$ cat config.mk
export PLATFORM = sky130hd
export DESIGN_NAME = seq_det_sched_flat
export DESIGN_NICKNAME = d
export VERILOG_FILES = /design/src/rtl/seq_det_pkg.sv /design/src/rtl/seq_det_sched_if.sv /design/src/rtl/seq101_det_core.sv /design/src/rtl/seq_det_sched.sv /design/src/flat_wrapper.sv
export SDC_FILE = /design/constraint.sdc
export NUM_CORES = 1
export LEC_CHECK = 0
export CAP_MARGIN = 30
export CORE_ASPECT_RATIO = 0.5
export CORE_MARGIN = 1.5
export CORE_UTILIZATION = 45
export CTS_CLUSTER_DIAMETER = 100
export CTS_CLUSTER_SIZE = 40
export DETAILED_ROUTE_END_ITERATION = 8
export GPL_ROUTABILITY_DRIVEN = 0
export PLACE_DENSITY = 0.85
export SETUP_SLACK_MARGIN = 0.02
export SLEW_MARGIN = 20
export SYNTH_ARGS = -nofsm -noshare
export SYNTH_HDL_FRONTEND = slang
export SYNTH_HIERARCHICAL = 1
export SYNTH_SLANG_ARGS = --single-unit
export TNS_END_PERCENT = 30
$ cat constraint.sdc
create_clock -name clk -period 3 [get_ports clk]
set_clock_uncertainty 0.2 [all_clocks]
set_input_delay 0.45 -clock clk [delete_from_list [all_inputs] [get_ports clk]]
set_output_delay 0.45 -clock clk [all_outputs]
set_load 0.1 [all_outputs]
$ cat src/rtl/seq_det_pkg.sv
// Shared types and defaults for the two-requester "101" detector scheduler.
// Scheduler FSM states, detector encodings and default widths.
package seq_det_pkg;

  localparam int DEF_DATA_W = 8;
  localparam int DEF_CNT_W  = 4;

  typedef enum logic [1:0] {
    IDLE,
    SHIFT,
    REPORT
  } state_e;

  typedef enum logic [1:0] {
    S_IDLE1,
    S_GOT1,
    S_GOT10
  } det_e;

endpackage

$ cat src/rtl/seq_det_sched_if.sv
// Request and result handshake bundle for seq_det_sched.
// master drives requests and consumes results; slave is the scheduler.
interface seq_det_sched_if
  import seq_det_pkg::*;
#(
  parameter int DATA_W = DEF_DATA_W,
  parameter int CNT_W  = DEF_CNT_W
);

  logic [1:0]        req_valid;
  logic [1:0]        req_ready;
  logic [DATA_W-1:0] req_data0;
  logic [DATA_W-1:0] req_data1;
  logic              res_valid;
  logic              res_ready;
  logic              res_id;
  logic [CNT_W-1:0]  res_count;
  logic              res_hit;

  modport master (
    output req_valid, req_data0, req_data1, res_ready,
    input  req_ready, res_valid, res_id, res_count, res_hit
  );

  modport slave (
    input  req_valid, req_data0, req_data1, res_ready,
    output req_ready, res_valid, res_id, res_count, res_hit
  );

endinterface

$ cat src/rtl/seq101_det_core.sv
// Overlapping "101" serial detector, Mealy match output.
// clr returns to the initial state so frames never share history.
module seq101_det_core
  import seq_det_pkg::*;
(
  input  logic clk,
  input  logic reset_n,
  input  logic clr,
  input  logic en,
  input  logic bit_in,
  output logic match
);

  det_e st_q, st_d;

  always_comb begin
    st_d  = st_q;
    match = 1'b0;
    if (clr) begin
      st_d = S_IDLE1;
    end else if (en) begin
      unique case (st_q)
        S_IDLE1: st_d = bit_in ? S_GOT1 : S_IDLE1;
        S_GOT1:  st_d = bit_in ? S_GOT1 : S_GOT10;
        S_GOT10: begin
          // the matching 1 starts the next pattern
          st_d  = bit_in ? S_GOT1 : S_IDLE1;
          match = bit_in;
        end
        default: st_d = S_IDLE1;
      endcase
    end
  end

  always_ff @(posedge clk) begin
    if (!reset_n) st_q <= S_IDLE1;
    else          st_q <= st_d;
  end

endmodule

$ cat src/rtl/seq_det_sched.sv
// Round-robin scheduler serializing two requesters' words into one
// "101" detector and returning {id, match count} per frame.
module seq_det_sched
  import seq_det_pkg::*;
#(
  parameter int DATA_W = DEF_DATA_W,
  parameter int CNT_W  = DEF_CNT_W
) (
  input  logic           clk,
  input  logic           reset_n,
  seq_det_sched_if.slave bus,
  output logic           busy,
  output logic           ser_en,
  output logic           ser_bit
);

  localparam int IDX_W = $clog2(DATA_W);
  localparam logic [IDX_W-1:0] LAST = IDX_W'(DATA_W - 1);

  state_e            state_q, state_d;
  logic [DATA_W-1:0] shift_q, shift_d;
  logic [IDX_W-1:0]  idx_q, idx_d;
  logic [CNT_W-1:0]  cnt_q, cnt_d, cnt_inc;
  logic [CNT_W-1:0]  res_cnt_q, res_cnt_d;
  logic              id_q, id_d;
  logic              rr_q, rr_d;
  logic              res_id_q, res_id_d;
  logic              res_hit_q, res_hit_d;
  logic              any_v, gnt, shifting, match;

  assign any_v    = |bus.req_valid;
  // on a tie the requester that did not win last time goes
  assign gnt      = (&bus.req_valid) ? ~rr_q : bus.req_valid[1];
  assign shifting = (state_q == SHIFT);
  assign cnt_inc  = cnt_q + {{(CNT_W-1){1'b0}}, match};

  seq101_det_core u_core (
    .clk     (clk),
    .reset_n (reset_n),
    .clr     (state_q == IDLE),
    .en      (shifting),
    .bit_in  (shift_q[DATA_W-1]),
    .match   (match)
  );

  always_comb begin
    state_d   = state_q;
    shift_d   = shift_q;
    idx_d     = idx_q;
    cnt_d     = cnt_q;
    id_d      = id_q;
    rr_d      = rr_q;
    res_id_d  = res_id_q;
    res_cnt_d = res_cnt_q;
    res_hit_d = res_hit_q;
    unique case (state_q)
      IDLE: begin
        if (any_v) begin
          shift_d = gnt ? bus.req_data1 : bus.req_data0;
          id_d    = gnt;
          rr_d    = gnt;
          cnt_d   = '0;
          idx_d   = '0;
          state_d = SHIFT;
        end
      end
      SHIFT: begin
        shift_d = shift_q << 1;
        idx_d   = idx_q + IDX_W'(1);
        cnt_d   = cnt_inc;
        if (idx_q == LAST) begin
          res_id_d  = id_q;
          res_cnt_d = cnt_inc;
          res_hit_d = (cnt_inc != '0);
          state_d   = REPORT;
        end
      end
      REPORT: begin
        if (bus.res_ready) state_d = IDLE;
      end
      default: state_d = IDLE;
    endcase
  end

  always_ff @(posedge clk) begin
    if (!reset_n) begin
      state_q   <= IDLE;
      shift_q   <= '0;
      idx_q     <= '0;
      cnt_q     <= '0;
      id_q      <= 1'b0;
      rr_q      <= 1'b1;
      res_id_q  <= 1'b0;
      res_cnt_q <= '0;
      res_hit_q <= 1'b0;
    end else begin
      state_q   <= state_d;
      shift_q   <= shift_d;
      idx_q     <= idx_d;
      cnt_q     <= cnt_d;
      id_q      <= id_d;
      rr_q      <= rr_d;
      res_id_q  <= res_id_d;
      res_cnt_q <= res_cnt_d;
      res_hit_q <= res_hit_d;
    end
  end

  assign bus.req_ready = (reset_n && state_q == IDLE && any_v)
                         ? {gnt, ~gnt} : 2'b00;
  assign bus.res_valid = (state_q == REPORT);
  assign bus.res_id    = res_id_q;
  assign bus.res_count = res_cnt_q;
  assign bus.res_hit   = res_hit_q;
  assign busy          = (state_q != IDLE);
  assign ser_en        = shifting;
  assign ser_bit       = shifting & shift_q[DATA_W-1];

endmodule
$ cat src/flat_wrapper.sv
// flat-port wrapper written by rule: the top's interface ports become plain ports
module seq_det_sched_flat import seq_det_pkg::*;
#(
  parameter int DATA_W = DEF_DATA_W,
  parameter int CNT_W  = DEF_CNT_W
)
  (clk, reset_n, busy, ser_en, ser_bit, bus_req_valid, bus_req_data0, bus_req_data1, bus_res_ready, bus_req_ready, bus_res_valid, bus_res_id, bus_res_count, bus_res_hit);
  seq_det_sched_if #(.DATA_W(DATA_W), .CNT_W(CNT_W)) bus_i ();
  input  logic clk;
  input  logic reset_n;
  output logic busy;
  output logic ser_en;
  output logic ser_bit;
  input wire logic [$bits(bus_i.req_valid)-1:0] bus_req_valid;
  input wire logic [$bits(bus_i.req_data0)-1:0] bus_req_data0;
  input wire logic [$bits(bus_i.req_data1)-1:0] bus_req_data1;
  input wire logic [$bits(bus_i.res_ready)-1:0] bus_res_ready;
  output wire logic [$bits(bus_i.req_ready)-1:0] bus_req_ready;
  output wire logic [$bits(bus_i.res_valid)-1:0] bus_res_valid;
  output wire logic [$bits(bus_i.res_id)-1:0] bus_res_id;
  output wire logic [$bits(bus_i.res_count)-1:0] bus_res_count;
  output wire logic [$bits(bus_i.res_hit)-1:0] bus_res_hit;
  assign bus_i.req_valid = bus_req_valid;
  assign bus_i.req_data0 = bus_req_data0;
  assign bus_i.req_data1 = bus_req_data1;
  assign bus_i.res_ready = bus_res_ready;
  assign bus_req_ready = bus_i.req_ready;
  assign bus_res_valid = bus_i.res_valid;
  assign bus_res_id = bus_i.res_id;
  assign bus_res_count = bus_i.res_count;
  assign bus_res_hit = bus_i.res_hit;
  seq_det_sched #(.DATA_W(DATA_W), .CNT_W(CNT_W)) u_core (.clk(clk), .reset_n(reset_n), .bus(bus_i), .busy(busy), .ser_en(ser_en), .ser_bit(ser_bit));
endmodule
==> results of run 1 <==
[stage by stage]
stage / area [sq um] / setup WS [ps] / power, mW / hold slack [ps] / util (%)
final: 1800 / 544 / 0.747 / 289 / 65.5
after detailed placement: 1750 / 538 / 0.545 / 273 / 63.7
after CTS: 1800 / 518 / 0.752 / 290 / 65.5
after global placement: 1750 / 632 / 0.542 / 262 / 63.7
after global routing: 1800 / 411 / 0.782 / 316 / 65.5
after floorplan: 1380 / 265 / 0.485 / 243 / -
[synthesized netlist by cell type (2+ instances only)]
library cell  number  share of area [%]
nor2_1            13                3.5
o21ai_0            5                1.8
buf_2              3                1.1
dfxtp_1           27                 39
mux2i_1            4                2.9
nand3_1            2               0.73
inv_1              3               0.82
o211ai_1           8                4.4
nand2b_1           2               0.91
o41ai_2            6                7.1
ha_1               4                3.6
o21ai_1            3                1.1
clkbuf_1           7                1.9
xor2_1             2                1.3
nor2b_1            9                4.1
a21oi_1            9                3.3
nand2_1           10                2.7
nor3_1            16                5.8
[flip-flops by register name, indices dropped and copies added (netlist names), 2 cells and up]
signal	cells
u_core/idx_q	3
u_core/state_q	2
u_core/shift_q	8
u_core/bus.res_count	4
u_core/cnt_q	4
u_core/u_core/st_q	2
[cells by family after synthesis]
group / Yosys count / share of synthesized area, %
AND/OR/NAND/NOR: 62 / 23.9
AO/OA/AOI/OAI: 42 / 24.0
flip-flops: 27 / 39.3
buffers and inverters: 15 / 4.91
multiplexers: 4 / 2.91
adder cells (fa/ha/maj): 4 / 3.64
XOR/XNOR: 2 / 1.27
[power groups by stage]
stage               registers (mW)  logic [mW]  clock network [mW]
finish                       0.387       0.150               0.210
detailed placement           0.395       0.150                   0
global placement             0.395       0.147                   0
CTS                          0.387       0.151               0.214
floorplan                    0.390      0.0953                   0
global route                 0.390       0.160               0.233
[cell type report]
type	instances	share of cell area [%]
multi-input combinational	114	42.9
sequential	27	30.0
clock buffer	3	2.29
inverter	4	0.834
timing repair buffer	37	21.0
clock inverter	1	0.417
tap	37	2.57
[per-layer routing]
| metal | vias up | wire [microns] |
|---|---|---|
| met3 | 0 | 197 |
| met1 | 572 | 1430 |
| met5 | - | 0 |
| li1 | 629 | - |
| met2 | 37 | 1510 |
| met4 | 0 | 0 |
[how the worst max path moves through the flow]
stage                         to              start  cells past startpoint  slack, ps
2_1_floorplan   bus_req_ready[1]   bus_req_valid[1]                      3        260
3_3_place_gp   u_core/shift_q[6]   bus_req_valid[0]                      5        630
3_5_place_dp   u_core/shift_q[4]   bus_req_valid[0]                      5        540
4_1_cts                  ser_bit  u_core/state_q[0]                      4        520
5_1_grt                  ser_bit  u_core/state_q[0]                      4        410
6_report                 ser_bit  u_core/state_q[0]                      4        540
==> impl_metrics.py, run 1 <==
metrics = {
    "status": {
        "outcome": "complete, no violations",
    },
    "synth": {
        "synth_top_flop_cell": "dfxtp_1",
        "synthArstFlopShare_pct": 0,
        "syn_area_sq_mm": 0.00138,
        "synth_edf_count": 0,
        "ys_seq_elements": 27,
        "seq_area_frac_synth_pct": 39.3,
        "synth.avg_cell_area_sq_um": 8.81,
        "syn_nets": 181,
        "synth_cell_types": 41,
        "yosysWarnings": 6,
        "netlist_instances": 156,
    },
    "power_and_ir_drop": {
        "power.internal_mw": 0.536,
        "comb_power_share_pct": 20.1,
        "irDropWorstVdd_mv": 0.221,
        "power_frac_seq_pct": 51.8,
        "leakagePower_nw": 0.703,
        "clock_power_share_pct": 28.1,
        "swShare_pct": 28.3,
        "p_per_area_mw_per_mm2": 415,
        "p_sw_mw": 0.212,
    },
    "drt": {
        "avgRoutedWirePerCell_microns": 14.1,
        "drc": 0,
        "vias": 1238,
        "routed_via_density": 5.55,
        "totalWireLength_microns": 3140,
        "drt_iter0_drc": 54,
        "ant_nets": 0,
        "drt_first_pass_iters": 4,
    },
    "die": {
        "start_util_pct": 50.0,
        "row_count": 13,
        "pin_count": 33,
        "die_x_microns": 81.2,
        "fp.dieH_microns": 42.1,
        "coreArea_sq_mm": 0.00275,
        "dieArea_sq_mm": 0.00342,
    },
    "clocking": {
        "cts_hold_buf": 0,
        "cts_resized": 0,
        "clk_latency_ps": 270,
        "cts_buffer_depth": 2,
        "cts_setup_buffers": 0,
        "path_clk_slew_ps": 90,
        "clkSinkCount": 27,
        "h-tree-depth": 1,
        "cts_tree": "built",
        "numCtsBuffers": 3,
        "cts_root_buf": "clkbuf_8",
    },
    "setup_path": {
        "critical_path_buf_inv_count": 2,
        "cp_cell_sequence": "and2b_1, buf_4, and2_1, buf_12",
        "cp_top_family": "flip-flops",
        "r2r_slack_ps": 800,
        "critPathLaunchType": "flop",
        "cpPeakStageDelay_ps": 630,
        "critPathMaxFanout": 26,
        "worst_path_max_delay_cell": "dfxtp_1",
        "arrival_ps": 1810,
        "regToRegStartpoint": "u_core/state_q[0]",
        "crit_path_end_kind": "output pin",
        "timing.rr.end": "u_core/cnt_q[2]",
        "reg2regPathDepth": 8,
        "required_ps": 2350,
        "path_class": "reg -> out",
    },
    "finish": {
        "insertedDiodeCount": 0,
        "area.growth.synth_to_final_pct": 30.9,
        "layout-drive-gt1-share_pct": 17.2,
        "n_fill_cell": 218,
        "multi_input_area_sq_um": 772,
        "regArea_sq_um": 541,
        "final_net_count": 212,
        "mostFrequentLayoutCell": "dfxtp_1",
        "mostFrequentLayoutCells": "27 x dfxtp_1, 20 x clkdlybuf4s50_1, 15 x nor3_1",
        "fin_cells": 223,
    },
    "sta": {
        "worst-slew-pin-transition_ps": 482,
        "fmax_mhz": 407,
        "maxSlewViolCount": 0,
        "slew_headroom_pct": 67.8,
        "finalSetupViolations": 0,
        "fin_crit_sh_pct": 81.9,
        "setup_tns_ps": 0,
        "min_period_ps": 2460,
        "final_hold_viol_count": 0,
        "rsz0062_at_grt": "no",
    },
    "worst_hold_path": {
        "holdPathStages": 1,
        "whs_endpoint": "u_core/idx_q[0]",
        "hold_path_startpoint": "u_core/idx_q[0]",
        "hp-class": "reg -> reg",
    },
    "global_route": {
        "grt_max_degree": 27,
        "grt_overflow": 0,
        "use_met1_pct": 25.8,
        "grt_pass1_wl_microns": 5200,
        "grt_util_met2_pct": 32.7,
        "busiest_layer": "met2",
        "gr-usage-met3_pct": 4.78,
        "grt_pass1_vias": 1187,
        "grt_usage_pct": 19.7,
        "antenna_found_initial": 0,
    },
    "place": {
        "port_buffers": 32,
        "dp_hpwl_microns": 2260,
        "place_inst": 219,
    },
    "job": {
        "cap_violations": 0,
    },
}
Note: power is estimated with default switching activity, not from simulation.
==> inputs of run 2 (changes only) <==
==> constraint.sdc (replaced) <==
create_clock -name clk -period 2.28 [get_ports clk]
set_clock_uncertainty 0.2 [all_clocks]
set_input_delay 0.342 -clock clk [delete_from_list [all_inputs] [get_ports clk]]
set_output_delay 0.342 -clock clk [all_outputs]
set_load 0.1 [all_outputs]
==> run 2 against run 1 <==
  * Clock power rose by 37%
  * Highest routed layer is now met4
  * Combinational power rose by 44%
  * Worst hold slack improved by 8.4 ps
  * Critical path type is now in -> out
  * Die area did not move
  * Clock-buffer cell count did not move
==> impl_metrics.py, run 2 (synthesis gave the netlist of run 1 again) <==
metrics = {
    "status": {
        "outcome": "complete, no violations",
    },
    "place": {
        "port_buffers": 32,
        "place_inst": 224,
        "place_area_sq_mm": 0.00182,
        "dp_slack_ps": 61.5,
        "dp_hpwl_microns": 2460,
    },
    "sta": {
        "worst-slew-pin-transition_ps": 388,
        "final_hold_viol_count": 0,
        "maxSlewViolCount": 0,
        "fin_crit_sh_pct": 91.5,
        "holdWs_ps": 297,
        "min_period_ps": 2090,
        "rsz0062_at_grt": "no",
        "finalSetupViolations": 0,
        "fmax_mhz": 479,
        "slew_headroom_pct": 73.5,
        "final.setup.worst_slack_ps": 193,
    },
    "finish": {
        "n_fill_cell": 215,
        "mostFrequentLayoutCell": "dfxtp_1",
        "area.growth.synth_to_final_pct": 35.8,
        "utilization_pct": 67.9,
        "final_area_sq_mm": 0.00187,
        "insertedDiodeCount": 0,
        "largest_reg_flops": 8,
        "layout-drive-gt1-share_pct": 19.9,
        "regArea_sq_um": 541,
        "regMostFlops": "u_core/shift_q",
        "mostFrequentLayoutCells": "27 x dfxtp_1, 20 x clkdlybuf4s50_1, 16 x buf_4",
        "fin_cells": 228,
        "final_net_count": 217,
        "multi_input_area_sq_um": 774,
    },
    "die": {
        "coreArea_sq_mm": 0.00275,
        "row_count": 13,
        "fp.dieH_microns": 42.1,
        "dieArea_sq_mm": 0.00342,
        "start_util_pct": 50.0,
        "pin_count": 33,
        "die_x_microns": 81.2,
    },
    "setup_path": {
        "reg2regPathDepth": 8,
        "regToRegStartpoint": "u_core/state_q[1]",
        "required_ps": 1740,
        "critPathLaunchType": "input port",
        "cp_cell_sequence": "clkdlybuf4s50_1, a21boi_1, nor3_2, buf_12",
        "cpPeakStageDelay_ps": 600,
        "r2r_slack_ps": 380,
        "crit_path_end_kind": "output pin",
        "arrival_ps": 1550,
        "worst_path_max_delay_cell": "clkdlybuf4s50_1",
        "cp_top_family": "buffers and inverters",
        "timing.rr.end": "u_core/bus.res_hit",
        "critical_path_buf_inv_count": 2,
        "path_class": "in -> out",
        "critPathMaxFanout": 6,
    },
    "drt": {
        "ant_nets": 0,
        "avgRoutedWirePerCell_microns": 14.7,
        "drc": 0,
        "routed_via_density": 5.72,
        "drt_iter0_drc": 50,
        "totalWireLength_microns": 3350,
        "vias": 1305,
        "drt_first_pass_iters": 5,
    },
    "worst_hold_path": {
        "whs_endpoint": "u_core/idx_q[1]",
        "holdPathStages": 2,
        "hold_path_startpoint": "u_core/idx_q[1]",
        "hp-class": "reg -> reg",
    },
    "job": {
        "cap_violations": 0,
    },
    "power_and_ir_drop": {
        "p_per_area_mw_per_mm2": 540,
        "power_frac_seq_pct": 50.1,
        "irDropWorstVdd_mv": 0.262,
        "p_sw_mw": 0.290,
        "leakagePower_nw": 0.739,
        "comb_power_share_pct": 21.4,
        "clock_power_share_pct": 28.4,
        "swShare_pct": 28.7,
        "power.internal_mw": 0.719,
    },
    "clocking": {
        "cts_root_buf": "clkbuf_8",
        "cts_setup_buffers": 0,
        "clk_latency_ps": 280,
        "h-tree-depth": 1,
        "cts_tree": "built",
        "clkSinkCount": 27,
        "cts_hold_buf": 0,
        "cts_resized": 0,
        "cts_buffer_depth": 2,
        "numCtsBuffers": 3,
        "path_clk_slew_ps": 100,
    },
    "global_route": {
        "grt_pass1_wl_microns": 5510,
        "grt_overflow": 0,
        "grt_max_degree": 27,
        "antenna_found_initial": 0,
        "grt_pass1_vias": 1253,
        "grt_usage_pct": 20.7,
    },
}
[run 2: changes by cell type in the layout (fill, tap and decap cells not counted), sizes merged]
cell	before	now
inv	4	5
clkinvlp	1	0
buf	17	22
[run 2: per-layer routing]
metal,track usage [%],wire length [microns],up-vias,part of all wire (%)
li1,-,-,644,-
met1,24.5,1480,602,44
met2,36.0,1600,54,48
met5,0,0,-,0
met3,6.09,249,5,7.4
met4,6.90,22,0,0.66
[run 2: how the worst max path moves through the flow]
| stage | cells after the start | slack (ps) | startpoint | to |
|---|---|---|---|---|
| after global placement | 4 | 160 | reset_n | u_core/shift_q[6] |
| final | 4 | 190 | bus_req_valid[0] | bus_req_ready[0] |
| after floorplan | 4 | -260 | u_core/state_q[1] | u_core/state_q[1] |
| after CTS | 4 | 200 | bus_req_valid[0] | bus_req_ready[0] |
| after detailed placement | 4 | 60 | reset_n | u_core/shift_q[4] |
| after global routing | 4 | 120 | u_core/state_q[1] | ser_bit |
[run 2: final cells by class]
class / instances / area share [%]
clock buffers: 3 / 2.21
flip-flops and latches: 27 / 29.0
inverters: 4 / 0.804
well taps: 37 / 2.48
repair buffers: 42 / 23.6
multi-input cells: 114 / 41.5
clock inverters: 1 / 0.469
[run 2: worst min-delay path, cell delays in order, from the launching register on]
cell	delay, ps
dfxtp_1	330
o21ai_1	70
a21oi_1	60
[run 2: metrics by stage]
stage / setup TNS, ps / power, mW
2_1_floorplan: -1160 / 0.639
3_3_place_gp: 0 / 0.726
3_5_place_dp: 0 / 0.732
4_1_cts: 0 / 1.02
5_1_grt: 0 / 1.05
6_report: 0 / 1.01
[run 2: power by group through the flow]
stage,clock [mW],sequential [mW],combinational (mW)
after floorplan,0,0.513,0.126
after global placement,0,0.516,0.210
after detailed placement,0,0.516,0.216
after CTS,0.296,0.505,0.217
after global routing,0.308,0.508,0.230
final,0.287,0.506,0.216
==> inputs of run 3 (changes only) <==
==> constraint.sdc (replaced) <==
create_clock -name clk -period 2.6 [get_ports clk]
set_clock_uncertainty 0.2 [all_clocks]
set_input_delay 0.39 -clock clk [delete_from_list [all_inputs] [get_ports clk]]
set_output_delay 0.39 -clock clk [all_outputs]
set_load 0.1 [all_outputs]
==> run 3 against run 2 <==
  * Die area unchanged
  * Worst setup slack improved by 3.8 ps
  * First-iteration DRC count down 4.0%
  * Critical endpoint is now ser_bit
  * Via count shrank 1.0%
  * Flip-flop and latch count is the same
  * Register-to-register slack worse by 30 ps
  * Global-route usage is 1.4 points lower
  * Core utilization is 0.68 points lower
==> impl_metrics.py, run 3 (synthesis gave the netlist of run 1 again) <==
metrics = {
    "status": {
        "outcome": "complete, no violations",
    },
    "finish": {
        "multi_input_area_sq_um": 772,
        "final_net_count": 215,
        "regArea_sq_um": 541,
        "area.growth.synth_to_final_pct": 34.4,
        "regMostFlops": "u_core/shift_q",
        "n_fill_cell": 218,
        "mostFrequentLayoutCells": "27 x dfxtp_1, 20 x clkdlybuf4s50_1, 15 x nor3_1",
        "fin_cells": 226,
        "largest_reg_flops": 8,
        "insertedDiodeCount": 0,
        "layout-drive-gt1-share_pct": 18.5,
        "utilization_pct": 67.2,
        "mostFrequentLayoutCell": "dfxtp_1",
    },
    "sta": {
        "min_period_ps": 2400,
        "final_hold_viol_count": 0,
        "rsz0062_at_grt": "no",
        "worst-slew-pin-transition_ps": 482,
        "maxSlewViolCount": 0,
        "fmax_mhz": 416,
        "slew_headroom_pct": 67.8,
        "fin_crit_sh_pct": 92.4,
        "finalSetupViolations": 0,
        "setup_tns_ps": 0,
    },
    "worst_hold_path": {
        "hp-class": "reg -> reg",
    },
    "setup_path": {
        "cp_cell_sequence": "and2b_1, buf_4, and2_1, buf_12",
        "critPathLaunchType": "flop",
        "r2r_slack_ps": 350,
        "critPathMaxFanout": 26,
        "critical_path_buf_inv_count": 2,
        "cp_top_family": "flip-flops",
        "cpPeakStageDelay_ps": 630,
        "required_ps": 2010,
        "worst_path_max_delay_cell": "dfxtp_1",
        "path_class": "reg -> out",
        "crit_path_end_kind": "output pin",
        "arrival_ps": 1810,
    },
    "power_and_ir_drop": {
        "clock_power_share_pct": 28.0,
        "power_mw": 0.871,
        "p_per_area_mw_per_mm2": 471,
        "irDropWorstVdd_mv": 0.196,
        "power.internal_mw": 0.623,
        "leakagePower_nw": 0.726,
        "comb_power_share_pct": 20.7,
        "swShare_pct": 28.5,
        "power_frac_seq_pct": 51.3,
        "p_sw_mw": 0.249,
    },
    "place": {
        "dp_hpwl_microns": 2320,
        "port_buffers": 32,
        "place_inst": 222,
    },
    "drt": {
        "drt_first_pass_iters": 4,
        "drc": 0,
        "avgRoutedWirePerCell_microns": 14.1,
        "drt_iter0_drc": 48,
        "routed_via_density": 5.72,
        "totalWireLength_microns": 3190,
        "ant_nets": 0,
        "vias": 1292,
    },
    "die": {
        "start_util_pct": 50.0,
        "die_x_microns": 81.2,
        "coreArea_sq_mm": 0.00275,
        "dieArea_sq_mm": 0.00342,
        "pin_count": 33,
        "row_count": 13,
        "fp.dieH_microns": 42.1,
    },
    "global_route": {
        "grt_usage_pct": 19.4,
        "antenna_found_initial": 0,
        "grt_max_degree": 27,
        "grt_pass1_wl_microns": 5050,
        "grt_overflow": 0,
        "grt_pass1_vias": 1142,
    },
    "clocking": {
        "cts_resized": 0,
        "cts_buffer_depth": 2,
        "cts_hold_buf": 0,
        "clkSinkCount": 27,
        "h-tree-depth": 1,
        "clk_latency_ps": 280,
        "path_clk_slew_ps": 90,
        "cts_setup_buffers": 0,
        "cts_root_buf": "clkbuf_8",
        "numCtsBuffers": 3,
        "cts_tree": "built",
    },
    "job": {
        "cap_violations": 0,
    },
}
-- run 3: changes by cell type in the layout (fill, tap and decap cells not counted), sizes merged --
| cell | change |
|---|---|
| buf | -2 |
| clkinvlp | +1 |
| inv | -1 |
-- run 3: final cells by class --
class                      count  area share (%)
clock buffer                   3            2.23
tap                           37            2.51
clock inverter                 1           0.406
sequential                    27            29.2
multi-input combinational    114            41.8
timing repair buffer          40            23.0
inverter                       4           0.812
-- run 3: power by group through the flow --
stage / Combinational [mW] / Sequential, mW / Clock [mW]
final: 0.180 / 0.447 / 0.244
after global routing: 0.191 / 0.449 / 0.269
after CTS: 0.181 / 0.446 / 0.249
after detailed placement: 0.180 / 0.456 / 0
after global placement: 0.176 / 0.456 / 0
after floorplan: 0.110 / 0.450 / 0
-- run 3: stage by stage --
step | worst slack [ps] | area, sq um | hold slack (ps)
2_1_floorplan | -67.0 | 1380 | 243
3_3_place_gp | 302 | 1800 | 262
3_5_place_dp | 209 | 1800 | 268
4_1_cts | 213 | 1850 | 289
5_1_grt | 73.8 | 1850 | 322
6_report | 197 | 1850 | 290
-- run 3: worst paths after layout --
kind,from,to,depth (start not counted)
hold / removal,u_core/idx_q[0],u_core/idx_q[0],1
hold reg to reg,u_core/idx_q[0],u_core/idx_q[0],1
setup / recovery,u_core/state_q[0],ser_bit,4
setup reg to reg,u_core/state_q[0],u_core/bus.res_hit,8
-- run 3: per-layer routing --
metal	routed length [microns]	global-route usage [%]	vias up
met5	0	0	-
met4	59	6.21	0
li1	-	-	635
met2	1440	30.8	42
met1	1520	25.0	607
met3	171	6.09	8
